## config.mk

```make
export PLATFORM = sky130hd
export DESIGN_NAME = accel_offchip_loader
export DESIGN_NICKNAME = d
export VERILOG_FILES = /design/src/rtl/accel_offchip_loader.sv
export SDC_FILE = /design/constraint.sdc
export NUM_CORES = 1
export LEC_CHECK = 0
export ABC_CLOCK_PERIOD_IN_PS = 4100
export CAP_MARGIN = 20
export CORE_MARGIN = 4
export CORE_UTILIZATION = 54
export CTS_BUF_LIST = sky130_fd_sc_hd__clkbuf_8
export CTS_CLUSTER_SIZE = 16
export DETAILED_ROUTE_END_ITERATION = 8
export PLACE_DENSITY = 0.92
export SYNTH_ARGS = -nofsm -noshare
export SYNTH_HDL_FRONTEND = slang
export SYNTH_SLANG_ARGS = --single-unit
```

## constraint.sdc

```tcl
create_clock -name clk -period 4.1 [get_ports clk]
set_clock_uncertainty 0.1 [all_clocks]
set_input_delay 0.615 -clock clk [delete_from_list [all_inputs] [get_ports clk]]
set_output_delay 0.615 -clock clk [all_outputs]
set_load 0.005 [all_outputs]
```

## src/rtl/accel_offchip_loader.sv

```systemverilog
// Off-chip load sequencer: packs host words into one pixel row, then streams
// weight-2 rows into the weight-2 SRAM, pacing each later row on the accelerator's request.
module accel_offchip_loader #(
    parameter int PIX_W       = 9,
    parameter int PIX_PER_ROW = 10,
    parameter int W2_W        = 16,
    parameter int W2_DEPTH    = 16,
    parameter int N_W2_ROWS   = 16
) (
    input  logic                         clk,
    input  logic                         reset,
    input  logic                         start,
    input  logic                         host_valid,
    input  logic [15:0]                  host_data,
    output logic                         host_ready,
    input  logic                         weight2_loadNextRow,
    output logic                         inputSramWe,
    output logic [PIX_W*PIX_PER_ROW-1:0] pixels,
    output logic                         w2SramWeOffChip,
    output logic [W2_W-1:0]              weight2,
    output logic [$clog2(W2_DEPTH)-1:0]  weight2AddrOffChip,
    output logic                         busy,
    output logic                         done,
    output logic [4:0]                   row_count
);

    localparam int AW  = $clog2(W2_DEPTH);
    localparam int PCW = $clog2(PIX_PER_ROW);
    localparam logic [PCW-1:0] PIX_LAST  = PCW'(PIX_PER_ROW - 1);
    localparam logic [AW-1:0]  WORD_LAST = AW'(W2_DEPTH - 1);
    localparam logic [4:0]     ROW_LAST  = 5'(N_W2_ROWS - 1);

    typedef enum logic [2:0] {
        IDLE,
        PIX_COLLECT,
        PIX_WRITE,
        W2_LOAD,
        WAIT_NEXT,
        DONE
    } state_t;

    state_t         state;
    state_t         state_next;
    logic [PCW-1:0] pix_cnt;
    logic [AW-1:0]  word_cnt;
    logic           pending;
    logic           xfer;

    always_comb begin
        xfer       = host_valid && host_ready;
        state_next = state;
        unique case (state)
            IDLE:        if (start) state_next = PIX_COLLECT;
            PIX_COLLECT: if (xfer && pix_cnt == PIX_LAST) state_next = PIX_WRITE;
            PIX_WRITE:   state_next = W2_LOAD;
            W2_LOAD: begin
                if (xfer && word_cnt == WORD_LAST)
                    state_next = (row_count == ROW_LAST) ? DONE : WAIT_NEXT;
            end
            WAIT_NEXT:   if (pending || weight2_loadNextRow) state_next = W2_LOAD;
            DONE:        state_next = IDLE;
            default:     state_next = IDLE;
        endcase
    end

    always_ff @(posedge clk or negedge reset) begin
        if (!reset) state <= IDLE;
        else        state <= state_next;
    end

    // Strobes and host_ready are registered decodes of the next state so they line up with it.
    always_ff @(posedge clk or negedge reset) begin
        if (!reset) begin
            host_ready         <= 1'b0;
            inputSramWe        <= 1'b0;
            pixels             <= '0;
            w2SramWeOffChip    <= 1'b0;
            weight2            <= '0;
            weight2AddrOffChip <= '0;
            busy               <= 1'b0;
            done               <= 1'b0;
            row_count          <= '0;
            pix_cnt            <= '0;
            word_cnt           <= '0;
            pending            <= 1'b0;
        end else begin
            host_ready      <= (state_next == PIX_COLLECT) || (state_next == W2_LOAD);
            inputSramWe     <= (state_next == PIX_WRITE);
            done            <= (state_next == DONE);
            w2SramWeOffChip <= 1'b0;
            unique case (state)
                IDLE: begin
                    if (start) begin
                        busy      <= 1'b1;
                        pix_cnt   <= '0;
                        row_count <= '0;
                    end
                end
                PIX_COLLECT: begin
                    if (xfer) begin
                        for (int unsigned k = 0; k < PIX_PER_ROW; k++) begin
                            if (pix_cnt == PCW'(k))
                                pixels[k*PIX_W +: PIX_W] <= host_data[PIX_W-1:0];
                        end
                        pix_cnt <= pix_cnt + 1'b1;
                    end
                end
                PIX_WRITE: begin
                    word_cnt <= '0;
                    pending  <= 1'b0;
                end
                W2_LOAD: begin
                    // An early request is remembered so the row boundary does not stall.
                    if (weight2_loadNextRow) pending <= 1'b1;
                    if (xfer) begin
                        w2SramWeOffChip    <= 1'b1;
                        weight2            <= host_data[W2_W-1:0];
                        weight2AddrOffChip <= word_cnt;
                        word_cnt           <= word_cnt + 1'b1;
                        if (word_cnt == WORD_LAST) begin
                            row_count <= row_count + 5'd1;
                            if (row_count == ROW_LAST) busy <= 1'b0;
                        end
                    end
                end
                WAIT_NEXT: begin
                    if (pending || weight2_loadNextRow) begin
                        pending  <= 1'b0;
                        word_cnt <= '0;
                    end
                end
                DONE: ;
                default: ;
            endcase
        end
    end

endmodule

```

# Yosys cells after proc, flatten, opt, wreduce, memory -nomap -nowiden

Cells that the tools add are included.
W data, S select, Z words.

Flip-flop bits (word level): 132
Bits in writable memories: 0
Bits in read-only memories: 0
Output and inout bits: 120
Memories kept: 0
Bits in latches: 0
Bits of input ports: 21

$add $sub $neg: 3
Bitwise logic cells: 0
Multiply operators: 0
Reduce and logical (&&, ||, !) cells: 26
Shift-type cells: 0
Muxes and demuxes: 26
Equal/unequal tests: 26
Magnitude comparators: 0
Div/mod/pow operators: 0

Operator list:

| kind                  | count |
|---|---|
| $reduce_and A3 Y1     | 13 |
| $eq A4 B3 Y1 const B  | 4 |
| $mux W4               | 4 |
| $mux W5               | 3 |
| $pmux W3 S5           | 1 |
| $ne A2 B2 Y1 const B  | 7 |
| $eq A3 B2 Y1 const B  | 4 |
| $eq A4 B4 Y1 const B  | 3 |
| $mux W3               | 4 |
| $pmux W4 S3           | 1 |
| $pmux W5 S2           | 1 |
| $mux W1               | 9 |
| $add A4 B1 Y4 const B | 2 |
| $eq A4 B2 Y1 const B  | 2 |
| $pmux W4 S2           | 1 |
| $eq A3 B1 Y1 const B  | 2 |
| $eq A3 B3 Y1 const B  | 2 |
| $add A5 B1 Y5 const B | 1 |
| $eq A5 B4 Y1 const B  | 1 |
| $reduce_and A5 Y1     | 1 |
| $eq A4 B1 Y1 const B  | 1 |
| $logic_not A4 Y1      | 1 |
| $reduce_and A4 Y1     | 1 |
| $reduce_bool A2 Y1    | 2 |
| 7 further kinds       | 10 |

# Logic depth before layout (Yosys ltp)

Gate-level depths: netlist (run 1).

Depth after elaboration: 6
Mapped depth: 6

# Worst setup path before layout (run 1)

No wires, ideal clock.

Kind: input port to flip-flop
From: input host_valid
To: register pixels[81]
Library setup time: 0.125 ns
Path buffers: 0
Slack: 2.051 ns
Stages: 4
Arrival time: 1.824 ns
Path through: nand2_1 > or3_1 > nor2_4 > mux2_2

Cells in the longest elaborated chain, start to end: 2

Ends and longest elaborated chain:

| item                            | line | source |
|---|---|---|
| from (decl)                     | 13   | `input logic host_valid,` |
| $logic_and A1 B1 Y1             | 50   | `xfer = host_valid && host_ready;` |
| $reduce_and A3 Y1 (no line)     | --   |  |
| to (signal, indexed assignment) | 103  | `pixels[k*PIX_W +: PIX_W] <= host_data[PIX_W-1:0];` |
| to (decl)                       | 18   | `output logic [PIX_W*PIX_PER_ROW-1:0] pixels,` |

Every way passes these cells.
A chain may end at the register's enable or synchronous reset.

# Worst setup path after layout (run 1)

From: input host_valid
To: register pixels[74]

The elaborated chain is that of the path after synthesis.

==> results of run 1 <==
report_power, final:
group	switching, mW	leakage (nW)	internal, mW
clock network	0.548	0.199	0.557
logic	0.564	1.33	1.05
registers	0.278	1.73	1.72
flip-flops by register name, indices dropped and copies added, names as in the netlist, 3 cells and up:
register,cells
row_count,5
pixels,90
state,3
weight2,16
pix_cnt,4
weight2AddrOffChip,4
word_cnt,4
layout make-up:
cell class / instances / area [sq um] / area share (%)
Sequential cell: 132 / 3300 / 45.9
Multi-Input combinational cell: 200 / 1880 / 26.1
Clock buffer: 17 / 234 / 3.25
Inverter: 8 / 30.0 / 0.417
Timing Repair Buffer: 142 / 1430 / 19.8
Clock inverter: 15 / 168 / 2.33
Tap cell: 129 / 161 / 2.24
Yosys cell counts:
cell type	count
nand3_2	4
buf_2	4
xnor2_1	2
nand2_1	6
nor4_2	1
nor3_4	1
buf_6	1
o41ai_1	1
o22ai_1	1
nor2_4	1
nor4_1	2
mux2_2	110
a211o_1	1
nand3_1	8
a22o_1	1
o211ai_1	1
ha_1	7
or3b_1	1
nand3b_1	3
nor2_1	9
or3_1	4
nand2b_4	1
inv_1	8
clkbuf_1	11
dfrtp_1	132
o32a_1	1
o21ai_0	10
o32ai_1	1
and2_1	1
nor4b_1	1
nand2b_1	3
mux2_1	1
o31ai_1	2
and3_1	2
a21boi_0	1
nand4b_2	2
a211oi_1	1
a21oi_1	7
or2_2	2
path summary, 6_finish.rpt:
kind	start	endpoint	cells past startpoint
worst max register to register	state[1]	row_count[3]	4
worst min-delay path	reset	weight2AddrOffChip[1]	1
max in group asynchronous	reset	pixels[81]	2
min in group clk	weight2AddrOffChip[1]	weight2AddrOffChip[1]	1
worst min register to register	weight2AddrOffChip[1]	weight2AddrOffChip[1]	1
worst max-delay path	host_valid	pixels[74]	5
layer usage:
metal | global-route usage (%) | vias up | routed length (um)
li1 | - | 1567 | -
met1 | 27.2 | 1821 | 4950
met2 | 42.6 | 125 | 7010
met3 | 7.53 | 24 | 880
met4 | 9.86 | 0 | 342
met5 | 0 | - | 0
per-stage QoR:
stage               cell area [sq um]  setup slack (ns)  hold slack [ns]  util, %  total power [mW]
global placement                 6800              1.36            0.379     72.6              3.53
floorplan                        5280              2.05            0.219        -              2.59
global route                     7200              1.62            0.309     76.8              4.96
detailed placement               6800              1.33            0.394     72.6              3.64
finish                           7200              1.75            0.246     76.8              4.72
CTS                              7200              1.77            0.277     76.8              4.76
kinds of logic (layout without fill, tap and decap cells):
kind of cell	Yosys count	in the layout	share of synthesized area, %
xor+xnor	2	2	0.332
flops	132	132	62.5
fa+ha+maj	7	7	1.66
simple gates	52	52	6.58
compound gates	28	28	3.29
mux	111	111	23.7
buf+inv	24	182	1.94
critical path, stage by stage:
cell and delay, ns:
clkdlybuf4s50_1 0.47, nand2_1 0.23, nor3_4 0.46, nand4b_2 0.38, mux2_2 0.39
==> impl_metrics.py, run 1 <==
metrics = {
    "synth": {
        "syn_avg_cell_area_sq_um": 14.8,
        "synth.largest_area_cell": "dfrtp_1",
        "yosysUniqueCellTypes": 39,
        "netlist_area_sq_mm": 0.00528,
        "syn-num-nets": 384,
        "syn_inst": 356,
        "synth_top_area_share_pct": 62.5,
        "ys_seq_elements": 132,
        "ys_warn_count": 0,
        "post_synth_main_area_contributors": "dfrtp_1, mux2_2, ha_1",
        "ys_seq_area_share_pct": 62.5,
    },
    "cells_and_area": {
        "stdcell_count": 643,
        "drive_gt1_share_pct": 30.5,
        "final_nets": 529,
        "synthToLayoutAreaGrowth_pct": 36.3,
        "antennaDiodeCount": 0,
        "layout_commonest_cell": "clkdlybuf4s50_1",
        "layout_common_cells": "clkdlybuf4s50_1, dfrtp_1, mux2_2",
        "nFillCells": 561,
    },
    "timing": {
        "finalHoldViolations": 0,
        "rsz0062_at_grt": "no",
        "worstMarginPinSlew_ns": 0.990,
        "fin_crit_ns": 2.35,
        "fin_setup_tns_ns": 0,
        "max_freq_mhz": 426,
        "setup_viol": 0,
        "relSlewSlack_pct": 34.0,
        "drv_slew": 0,
        "fin_crit_sh_pct": 57.2,
    },
    "worst_hold_path": {
        "min_path_type": "input pin to asynchronous set/reset pin",
    },
    "drt": {
        "first_iter_violations": 110,
        "wl_per_cell_um": 20.5,
        "drc": 0,
        "vias": 3537,
        "routed_via_density": 5.50,
        "drt_wl_total_mm": 13.2,
        "drtAntennaViolNets": 0,
        "dr.pass1.iters": 4,
    },
    "worst_setup_path": {
        "arrival_ns": 2.55,
        "cp_max_fo": 9,
        "cp_data_required_time_ns": 4.31,
        "end_kind": "flip-flop",
        "path_class": "input pin to flip-flop",
        "worstSetupStartpointType": "input pin",
        "ff2ff_setup_slack_ns": 2.03,
    },
    "placed_design": {
        "dp_hpwl_mm": 9.23,
        "io_buffers": 140,
        "gp_congestion": 0.777,
        "dp.cells": 611,
    },
    "floorplan": {
        "rows": 35,
        "ios": 141,
        "die_w_um": 107,
        "core_sq_mm": 0.00937,
        "initial_core_util_pct": 56.4,
        "die_area_sq_mm": 0.0114,
        "fp.dieH_um": 107,
    },
    "cts": {
        "numClockSinks": 132,
        "path_clk_slew_ns": 0.08,
        "postCtsSetupRepairBufs": 0,
        "cts.repair.resized": 0,
        "cts_buffer_depth": 2,
        "ctsRootBufferMaster": "clkbuf_8",
        "clk_latency_ns": 0.42,
        "cts_max_level": 4,
        "cts_tree": "built",
        "numCtsBuffers": 17,
        "holdBufCountCts": 0,
    },
    "power": {
        "p_per_area_mw_per_mm2": 656,
        "irDropWorstVdd_mv": 0.350,
        "leakage_nw": 3.26,
    },
    "global_routing": {
        "first_global_vias": 4050,
        "grt_pass1_wl_mm": 21.2,
        "grtUsageTotal_pct": 24.2,
        "antenna_found_initial": 0,
        "grt_max_degree": 80,
        "grt_remaining_overflow": 0,
    },
    "run_status": {
        "outcome": "completed",
    },
    "job": {
        "max-cap-violations": 0,
    },
}
(Power assumes the default switching activity.)
==> inputs of run 2 (changes only) <==
- ABC_CLOCK_PERIOD_IN_PS: 4100 -> 2250
- CORE_UTILIZATION: 54 -> 50
- PLACE_DENSITY: 0.92 -> 0.86
- clock period: 4.1 -> 2.25 ns (I/O delays scaled with it)
==> run 2 against run 1 <==
Power up 81%. Clock power up 80%. Worst hold slack better by 0.050 ns. Largest cell class unchanged. Setup slack worse by 1.5 ns. Cell count up 3.1%.
==> impl_metrics.py, run 2 (synthesis results as in run 1) <==
metrics = {
    "drt": {
        "routed_via_density": 5.35,
        "drc": 0,
        "drt_wl_total_mm": 12.9,
        "first_iter_violations": 126,
        "vias": 3545,
        "drtAntennaViolNets": 0,
        "wl_per_cell_um": 19.4,
        "dr.pass1.iters": 4,
    },
    "cells_and_area": {
        "synthToLayoutAreaGrowth_pct": 39.1,
        "layout_commonest_cell": "clkdlybuf4s50_1",
        "drive_gt1_share_pct": 32.1,
        "top_register": "pixels",
        "antennaDiodeCount": 0,
        "stdcell_area_sq_mm": 0.00735,
        "nFillCells": 695,
        "layout_common_cells": "clkdlybuf4s50_1, dfrtp_1, mux2_2",
        "final_nets": 543,
        "multi_input_area_sq_mm": 0.00188,
        "register_area_sq_mm": 0.00330,
        "largest_register_ff_count": 90,
        "reg.largest.list": "pixels: 90 flops, weight2: 16 flops, row_count: 5 flops",
        "final_core_util_pct": 71.2,
    },
    "floorplan": {
        "die_area_sq_mm": 0.0123,
        "core_sq_mm": 0.0103,
        "die_w_um": 111,
        "ios": 141,
        "initial_core_util_pct": 51.2,
        "fp.dieH_um": 111,
        "rows": 37,
    },
    "cts": {
        "path_clk_slew_ns": 0.07,
        "cts_tree": "built",
        "numClockSinks": 132,
        "clk_latency_ns": 0.42,
        "cts_buffer_depth": 2,
        "numCtsBuffers": 17,
        "cts_max_level": 4,
        "ctsRootBufferMaster": "clkbuf_8",
    },
    "global_routing": {
        "grt_pass1_wl_mm": 21.2,
        "grtUsageTotal_pct": 22.1,
        "grt_remaining_overflow": 0,
        "first_global_vias": 3765,
        "antenna_found_initial": 0,
        "grt_max_degree": 67,
    },
    "power": {
        "irDropWorstVdd_mv": 0.554,
        "leakage_nw": 3.33,
        "p_per_area_mw_per_mm2": 1160,
    },
    "timing": {
        "worstMarginPinSlew_ns": 0.698,
        "finalHoldViolations": 0,
        "relSlewSlack_pct": 52.9,
        "fin_crit_sh_pct": 87.8,
        "setup_ws_ns": 0.274,
        "rsz0062_at_grt": "no",
        "setup_viol": 0,
        "max_freq_mhz": 506,
        "fin_setup_tns_ns": 0,
        "fin_crit_ns": 1.98,
        "drv_slew": 0,
    },
    "worst_setup_path": {
        "crit_family": "simple AND/OR/NAND/NOR gates",
        "ff2ff_setup_slack_ns": 0.27,
        "cp_max_fo": 15,
        "end_kind": "flip-flop",
        "worstSetupStartpointType": "flip-flop",
        "crit_buf_inv": 0,
        "r2r_cells": 4,
        "rr_endpoint": "row_count[3]",
        "path_class": "flip-flop to flip-flop",
        "critPathMostFrequentCell": "or3_1",
        "crit_slowest_cell": "dfrtp_1",
        "cp_data_required_time_ns": 2.50,
        "max_stage_delay_ns": 0.66,
        "reg2reg_from": "state[1]",
        "arrival_ns": 2.22,
        "path_cells": "nand3b_1 -> or3_1 -> or3_1 -> a21oi_1",
    },
    "job": {
        "max-cap-violations": 0,
    },
    "placed_design": {
        "gp_congestion": 0.854,
        "dp_hpwl_mm": 9.15,
        "dp_worst_setup_slack_ns": -0.0688,
        "placed_area_sq_mm": 0.00694,
        "io_buffers": 140,
    },
    "run_status": {
        "outcome": "completed",
    },
    "worst_hold_path": {
        "min_path_type": "input pin to asynchronous set/reset pin",
    },
}
## run 2: changes by cell type in the layout (fill, tap and decap cells not counted), sizes merged
cell         previous run  this run
buf                     3        16
clkinvlp                3         1
bufinv                  2         3
dlygate4sd3             0         1
clkinv                  0         7
inv                    18        11
## run 2: where the power goes
group	leakage (nW)	switching (mW)	total, mW	internal (mW)
clock network	0.207	0.912	2.00	1.08
registers	1.73	0.499	3.64	3.14
logic	1.40	0.958	2.92	1.96
total	3.33	2.37	8.55	6.18
## run 2: routing by layer
| metal | vias up | share of wire (%) | global-route usage (%) |
|---|---|---|---|
| met5 | - | 0 | 0 |
| met4 | 0 | 2.1 | 8.54 |
| met3 | 20 | 5.6 | 6.44 |
| met2 | 116 | 51 | 36.1 |
| met1 | 1818 | 41 | 27.7 |
| li1 | 1591 | - | - |
## run 2: how the worst max path moves through the flow
stage / from / end / slack (ns) / cells past startpoint
floorplan: state[2] / pixels[81] / 0.41 / 5
global placement: host_valid / pixels[85] / -0.02 / 6
detailed placement: host_valid / pixels[87] / -0.07 / 6
CTS: state[1] / row_count[3] / 0.28 / 4
global route: state[1] / row_count[3] / 0.12 / 5
finish: state[1] / row_count[3] / 0.27 / 4
## run 2: stage by stage
step	hold slack, ns	instances	power, mW
after floorplan	-0.0581	356	4.71
after global placement	0.207	631	6.47
after detailed placement	0.215	631	6.63
after CTS	0.291	663	8.64
after global routing	0.342	663	9.02
final	0.297	663	8.55
## run 2: area by class of cell
| cell class | instances | share of cell area [%] |
|---|---|---|
| Clock buffer | 17 | 3.18 |
| Timing Repair Buffer | 156 | 21.4 |
| Tap cell | 136 | 2.32 |
| Sequential cell | 132 | 44.9 |
| Clock inverter | 14 | 2.20 |
| Inverter | 8 | 0.409 |
| Multi-Input combinational cell | 200 | 25.6 |
## run 2: what timing repair did
action	CTS	global route
hold endpoints to repair	32	0
hold buffers	1	0
resized for setup	0	0
buffers inserted	0	0
## run 2: worst reg2reg max path: stages (launching register included)
cell and delay (ns):
dfrtp_1 0.66, nand3b_1 0.23, or3_1 0.41, or3_1 0.36
a21oi_1 0.15
==> inputs of run 3 (changes only) <==
- CORE_MARGIN: 4 -> 3
==> run 3 against run 2 <==
Combinational power grew 1%. Sequential power is essentially flat. Count of clock-buffer cells in the layout grew 1. Critical path depth is the same. First-iteration DRC count grew 46%. Critical path type unchanged. Largest cell class unchanged. Flip-flop and latch count is the same. Cell area grew 0.10%. Routed wire length shrank 2.4%.
==> impl_metrics.py, run 3 (synthesis results as in run 1) <==
metrics = {
    "run_status": {
        "outcome": "completed",
    },
    "timing": {
        "relSlewSlack_pct": 56.6,
        "drv_slew": 0,
        "worstMarginPinSlew_ns": 0.643,
        "fin_crit_sh_pct": 87.0,
        "fin_crit_ns": 1.96,
        "fin_setup_tns_ns": 0,
        "max_freq_mhz": 511,
        "finalHoldViolations": 0,
        "setup_viol": 0,
        "rsz0062_at_grt": "no",
    },
    "cells_and_area": {
        "drive_gt1_share_pct": 32.1,
        "largest_register_ff_count": 90,
        "register_area_sq_mm": 0.00330,
        "layout_commonest_cell": "clkdlybuf4s50_1",
        "reg.largest.list": "pixels: 90 flops, weight2: 16 flops, row_count: 5 flops",
        "top_register": "pixels",
        "antennaDiodeCount": 0,
        "multi_input_area_sq_mm": 0.00188,
        "layout_common_cells": "clkdlybuf4s50_1, dfrtp_1, mux2_2",
        "synthToLayoutAreaGrowth_pct": 39.3,
        "final_nets": 542,
        "stdcell_count": 660,
        "nFillCells": 666,
    },
    "worst_setup_path": {
        "arrival_ns": 2.18,
        "rr_endpoint": "pixels[88]",
        "ff2ff_setup_slack_ns": 0.29,
        "cp_data_required_time_ns": 2.47,
        "max_stage_delay_ns": 0.47,
        "reg2reg_from": "state[2]",
        "startpoint": "state[2]",
        "path_cells": "nand2b_4 -> or3_1 -> nor2_4 -> mux2_2",
        "crit_buf_inv": 0,
        "cp_max_fo": 10,
        "path_class": "flip-flop to flip-flop",
        "r2r_cells": 4,
        "worstSetupStartpointType": "flip-flop",
        "crit_slowest_cell": "dfrtp_1",
        "end_kind": "flip-flop",
        "crit_family": "simple AND/OR/NAND/NOR gates",
    },
    "cts": {
        "cts_buffer_depth": 2,
        "cts_tree": "built",
        "ctsRootBufferMaster": "clkbuf_8",
        "numClockSinks": 132,
        "numCtsBuffers": 17,
        "holdBufCountCts": 1,
        "postCtsSetupRepairBufs": 0,
        "cts_max_level": 4,
        "clk_latency_ns": 0.44,
        "cts.repair.resized": 0,
        "path_clk_slew_ns": 0.08,
    },
    "drt": {
        "first_iter_violations": 184,
        "wl_per_cell_um": 19.0,
        "drc": 0,
        "vias": 3544,
        "routed_via_density": 5.37,
        "dr.pass1.iters": 4,
        "drtAntennaViolNets": 0,
        "drt_wl_total_mm": 12.6,
    },
    "placed_design": {
        "dp.cells": 627,
        "gp_congestion": 0.859,
        "io_buffers": 140,
        "dp_hpwl_mm": 8.77,
    },
    "power": {
        "swShare_pct": 28.5,
        "p_int_mw": 6.13,
        "p_per_area_mw_per_mm2": 1170,
        "clkPwrFrac_pct": 23.2,
        "leakage_nw": 3.32,
        "p_comb_share_pct": 34.5,
        "p_sw_mw": 2.45,
        "pwr-share-seq_pct": 42.3,
        "irDropWorstVdd_mv": 0.630,
    },
    "global_routing": {
        "grt_remaining_overflow": 0,
        "grt_pass1_wl_mm": 20.3,
        "first_global_vias": 3938,
        "grtUsageTotal_pct": 22.9,
        "grt_max_degree": 67,
        "antenna_found_initial": 0,
    },
    "floorplan": {
        "die_w_um": 109,
        "die_area_sq_mm": 0.0118,
        "initial_core_util_pct": 52.8,
        "core_sq_mm": 0.0100,
        "fp.dieH_um": 109,
        "ios": 141,
        "rows": 36,
    },
    "job": {
        "max-cap-violations": 0,
    },
    "worst_hold_path": {
        "min_path_type": "input pin to asynchronous set/reset pin",
    },
}
## run 3: area by class of cell
class | instances | area share (%)
timing repair buffer | 155 | 21.4
tap | 133 | 2.26
clock inverter | 14 | 2.09
clock buffer | 18 | 3.37
multi-input combinational | 200 | 25.5
inverter | 8 | 0.408
sequential | 132 | 44.9
## run 3: worst max-delay path by stage
stage                 end  depth (start not counted)
2_1_floorplan  pixels[81]                          5
3_3_place_gp   pixels[89]                          5
3_5_place_dp   pixels[87]                          5
4_1_cts        pixels[87]                          4
5_1_grt        host_ready                          6
6_report       pixels[88]                          4
## run 3: routing by layer
| layer | GRT usage, % | up-vias | wire, um |
|---|---|---|---|
| li1 | - | 1593 | - |
| met1 | 27.0 | 1828 | 5050 |
| met2 | 38.3 | 102 | 6410 |
| met3 | 8.11 | 21 | 789 |
| met4 | 9.11 | 0 | 316 |
| met5 | 0 | - | 0 |
## run 3: power by group through the flow
stage                     registers, mW  logic, mW  clock network [mW]
after floorplan                    3.61       1.10                   0
after global placement             3.60       2.88                   0
after detailed placement           3.67       2.97                   0
after CTS                          3.63       3.00                2.03
after global routing               3.73       3.19                2.14
final                              3.63       2.96                1.99
## run 3: through the flow
stage / util [%] / hold WS, ns / setup slack, ns / instance area, sq um / power, mW
4_1_cts: 73.6 / 0.313 / 0.289 / 7360 / 8.67
2_1_floorplan: - / -0.0581 / 0.415 / 5280 / 4.71
3_3_place_gp: 69.5 / 0.247 / -0.0319 / 6950 / 6.48
3_5_place_dp: 69.5 / 0.253 / -0.0807 / 6950 / 6.64
5_1_grt: 73.6 / 0.376 / 0.153 / 7360 / 9.06
6_report: 73.6 / 0.343 / 0.292 / 7360 / 8.58
## run 3: worst register-to-register path: stages, from the launching register on
cell and delay, ns:
dfrtp_1 0.47, nand2b_4 0.22, or3_1 0.39, nor2_4 0.28
mux2_2 0.38
